==> config.mk <==
export PLATFORM = sky130hd
export DESIGN_NAME = div_unit
export DESIGN_NICKNAME = d
export VERILOG_FILES = /design/src/rtl/div_unit.sv
export SDC_FILE = /design/constraint.sdc
export NUM_CORES = 1
export LEC_CHECK = 0
export ABC_AREA = 0
export CAP_MARGIN = 0
export CELL_PAD_IN_SITES_DETAIL_PLACEMENT = 1
export CELL_PAD_IN_SITES_GLOBAL_PLACEMENT = 1
export CORE_MARGIN = 5
export CORE_UTILIZATION = 44
export DETAILED_ROUTE_END_ITERATION = 7
export PLACE_DENSITY = 0.9
export SLEW_MARGIN = 20
export SYNTH_ARGS = -nofsm -noshare
export SYNTH_HDL_FRONTEND = slang
export SYNTH_SLANG_ARGS = --single-unit
==> constraint.sdc <==
create_clock -name clock -period 6.66 [get_ports clock]
set_input_delay 1.332 -clock clock [delete_from_list [all_inputs] [get_ports clock]]
set_output_delay 1.332 -clock clock [all_outputs]
set_load 0.005 [all_outputs]
==> src/rtl/div_unit.sv <==
// Sequential signed 32-bit divider for the execute stage: restoring shift-subtract,
// one quotient bit per clock, with a fixed 33-edge latency from start to result.
module div_unit #(
    parameter int WIDTH = 32
) (
    input  logic                    clock,
    input  logic                    reset,
    input  logic signed [WIDTH-1:0] data_operandA,
    input  logic signed [WIDTH-1:0] data_operandB,
    input  logic                    ctrl_DIV,
    output logic signed [WIDTH-1:0] data_result,
    output logic                    data_exception,
    output logic                    data_resultRDY,
    output logic                    busy
);

    typedef enum logic [1:0] {IDLE, RUN, FIX} state_t;

    localparam logic [5:0] LAST_STEP = 6'(WIDTH - 1);

    state_t             state;
    logic [5:0]         count;
    logic [WIDTH-1:0]   rem;
    logic [WIDTH-1:0]   quo;
    logic [WIDTH-1:0]   abs_b;
    logic               sign_q;
    logic               div_zero;
    logic               ovf;

    logic [WIDTH:0]     shifted;
    logic [WIDTH:0]     diff;
    logic [WIDTH-1:0]   rem_next;
    logic [WIDTH-1:0]   quo_next;

    // The most negative value maps onto itself, which read unsigned is exactly 2^(WIDTH-1).
    function automatic logic [WIDTH-1:0] magnitude(input logic signed [WIDTH-1:0] v);
        magnitude = v[WIDTH-1] ? (~v + 1'b1) : v;
    endfunction

    function automatic logic signed [WIDTH-1:0] apply_sign(input logic neg,
                                                           input logic [WIDTH-1:0] mag);
        apply_sign = neg ? (~mag + 1'b1) : mag;
    endfunction

    // Trial subtract in WIDTH+1 bits; the top bit of diff is the borrow, i.e. rem < |B|.
    always_comb begin
        shifted  = {rem, quo[WIDTH-1]};
        diff     = shifted - {1'b0, abs_b};
        rem_next = diff[WIDTH] ? shifted[WIDTH-1:0] : diff[WIDTH-1:0];
        quo_next = {quo[WIDTH-2:0], ~diff[WIDTH]};
    end

    always_ff @(posedge clock or posedge reset) begin
        if (reset) begin
            state          <= IDLE;
            count          <= '0;
            rem            <= '0;
            quo            <= '0;
            abs_b          <= '0;
            sign_q         <= 1'b0;
            div_zero       <= 1'b0;
            ovf            <= 1'b0;
            data_result    <= '0;
            data_exception <= 1'b0;
            data_resultRDY <= 1'b0;
            busy           <= 1'b0;
        end else begin
            data_resultRDY <= 1'b0;
            // A start in any state wins, so a pulse while busy silently aborts the old op.
            if (ctrl_DIV) begin
                quo      <= magnitude(data_operandA);
                abs_b    <= magnitude(data_operandB);
                sign_q   <= data_operandA[WIDTH-1] ^ data_operandB[WIDTH-1];
                div_zero <= (data_operandB == '0);
                ovf      <= (data_operandA == {1'b1, {(WIDTH-1){1'b0}}}) &&
                            (data_operandB == '1);
                rem      <= '0;
                count    <= '0;
                busy     <= 1'b1;
                state    <= RUN;
            end else begin
                case (state)
                    RUN: begin
                        rem   <= rem_next;
                        quo   <= quo_next;
                        count <= count + 6'd1;
                        if (count == LAST_STEP)
                            state <= FIX;
                    end
                    FIX: begin
                        if (div_zero || ovf) begin
                            data_result    <= '0;
                            data_exception <= 1'b1;
                        end else begin
                            data_result    <= apply_sign(sign_q, quo);
                            data_exception <= 1'b0;
                        end
                        data_resultRDY <= 1'b1;
                        busy           <= 1'b0;
                        state          <= IDLE;
                    end
                    default: state <= IDLE;
                endcase
            end
        end
    end

endmodule

==> reports/qor.txt <==
DP Worst Slack - 2.417 ns
EDFF count, synth - 0
Quantity of gates resized following cts - 0
Leakage - 4.927 nW
Number of global-route vias before repair - 10,205
Fillers - 2,598
Starting Density - 0.4495
Drt wl/cell - 21.12 um
Post-route minimum period - 4.001 ns
Cell with the most instances after synthesis - o21ai_0
Core Rows - 54
DR vias/cell - 6.191
RSZ-0062 raised after global routing - no
Count of non-filler cells in the finished layout - 1,549
Clock Latency Late Sink - 0.44 ns
Actual slew at the worst max-slew pin - 1.198 ns
Gpl congestion - 0.8845
Fmax - 0.2500 GHz
R2r setup slk - 2.66 ns
Dpl hpwl - 22,340 um
Synth cell types - 64
Area Growth Syn to Fin - 18.50%
H-Tree Depth - 4
Hold-fix buffer count after cts - 0
Worst path max stage delay - 0.68 ns
Synth top cells by count - o21ai_0 (148), dfrtp_1 (142), nand2_1 (139), a21oi_1 (84), nor2_1 (78)
Fin crit share - 0.6007
Initial antenna violation count - 0
Die Wd - 159.6 um
Slew Limit Fails - 0
Synth Instances - 1,192
Yosys Warn Count - 0
Number of remaining DRC errors - 0
Post-synthesis sequential area ratio - 0.3611
Crit path capture - rem[28]
Number of synthesized register bits - 142
Post-Syn Area - 9841 um^2
Num CTS Buffers - 17
Postcts setup bufs - 0
I/O Pins - 102
DR iter-0 viols - 711
Total track usage - 0.2543
Top fanout value on the critical path - 3
Layout cells sized above 1 - 0.05359
Die Ht - 159.6 um
Core Region - 21,890 um^2
Setup TNS - 0 ns
Number of max-cap violations - 0
Status - completed
Critical path's top delay family - compound AO/OA/AOI/OAI gates
Hold Vio Cnt, Final - 0
Synth top area cells - dfrtp_1 (36%), o21ai_0 (7.5%), xor2_1 (6.5%)
Post-synth top area share - 0.3611
Nets - 1,361
Worst R2R Start - quo[31]
First-pass GRT wire length - 53,720 um
CTS Sinks - 142
Crit-path slowest cell - a2111oi_1
Arr. time, crit path - 4.36 ns
Syn avg cell area - 8.256 um^2
Final worst setup slack - 2.659 ns
P per Cell Area - 313.6 nW/um^2
Levels on crit path - 12
CP endpoint kind - flip-flop
Hold Path Class - flip-flop to flip-flop
CP Launch Type - flip-flop
# setup viols final - 0
Total number of vias - 9,590
Crit path launch - quo[31]
Clock slew at reported path FFs - 0.07 ns
Worst path cell trace - inv_1 -> ha_1 -> inv_1 -> fa_1 -> a211oi_1 -> o21ai_0 -> o211a_1 -> a2111oi_1 -> nor3_1 -> o21ai_0 -> or4b_2 -> a31oi_1
Cell taking the most area after synthesis - dfrtp_1
Final wirelength - 32,710 um
Inst Count DP - 1,517
Worst Path Required - 7.02 ns
Antenna diodes - 0
Largest net degree at the start of global routing - 106
R2R depth - 12
# port buffers - 101
Layout Utilization - 0.5327
Post-synth ARST share - 1.000
Worst slew margin - 0.2013
Buf+Inv Stages, Crit Path - 2
Clk buf depth - 2
Synthesized net count - 1,297
Reg2Reg Capture Point - rem[28]
Root Buffer - clkbuf_16
Crit path kind - flip-flop to flip-flop
Clock Skews - 0.009743 ns
DRT antenna net count - 0
DRT Pass-1 Iters - 5
TritonCTS clock tree - built
Full die area - 25,460 um^2
Overflow after GRT - 0
Highest ir drop seen on vdd - 0.1841 mV
Main synth FF type - dfrtp_1
layer usage:
metal	wire, um	share of wire	up-vias	track usage
met2	16710	0.51	277	0.4469
li1	-	-	4419	-
met5	0	0	-	0
met3	1521	0.047	75	0.04220
met1	13550	0.41	4819	0.3141
met4	929	0.028	0	0.09190
worst min-delay path by stage:
| stage | start | to | cells after the start |
|---|---|---|---|
| finish | data_result[21] | data_result[21] | 2 |
| detailed placement | data_result[12] | data_result[12] | 2 |
| global route | data_result[21] | data_result[21] | 2 |
| global placement | data_result[16] | data_result[16] | 2 |
| floorplan | ovf | ovf | 1 |
| CTS | data_result[12] | data_result[12] | 2 |
logic make-up after synthesis:
logic type	synth area share
flops	0.3611
xor+xnor	0.1015
compound gates	0.2285
fa+ha+maj	0.04908
simple gates	0.1926
mux	0.02365
buf+inv	0.04361
through the flow:
stage / total power [mW] / area (um^2) / hold slack, ns
floorplan: 2.179 / 9841 / 0.4482
global placement: 2.543 / 11060 / 0.4614
detailed placement: 2.616 / 11060 / 0.4703
CTS: 3.648 / 11650 / 0.4853
global route: 3.874 / 11660 / 0.5042
finish: 3.657 / 11660 / 0.4828
tightest hold or removal path, delay by kind of cell (launching register included):
family | cells | cell delay, ns
flops | 1 | 0.34
compound gates | 1 | 0.06
simple gates | 1 | 0.05
sequential cells by signal (all words and copies together), names as in the netlist:
signal / cells
abs_b: 32
busy: 1
count: 6
data_exception: 1
data_result: 32
data_resultRDY: 1
div_zero: 1
ovf: 1
quo: 32
rem: 32
sign_q: 1
state: 2
area by class of cell:
| type | count | area (um^2) | area share |
|---|---|---|---|
| Tap cell | 280 | 350.3 | 0.03004 |
| Sequential cell | 142 | 3553 | 0.3047 |
| Timing Repair Buffer | 112 | 1091 | 0.09356 |
| Inverter | 47 | 181.4 | 0.01556 |
| Multi-Input combinational cell | 936 | 5887 | 0.5048 |
| Clock buffer | 17 | 425.4 | 0.03648 |
| Clock inverter | 15 | 172.7 | 0.01481 |
placed cells by master (no fill, tap or decap), types with 11 or more instances in the layout:
cell type,n
a21oi_1,83
nand4_1,18
and3_1,14
o21ai_0,148
dfrtp_1,142
nand3_1,39
clkbuf_16,17
xor2_1,73
a31oi_1,30
or3_1,17
o31ai_1,23
inv_1,45
clkdlybuf4s50_1,100
ha_1,37
mux2i_1,21
buf_4,12
nor4_1,14
nand2_1,139
xnor2_1,41
nor2_1,78
o41ai_1,16
nor3_1,11
nand2b_1,13
power breakdown:
part	internal, mW	switching, mW
combinational	0.573	0.931
clock	0.564	0.437
sequential	0.999	0.153
total	2.14	1.52
Power figures use the tool's default switching activity.
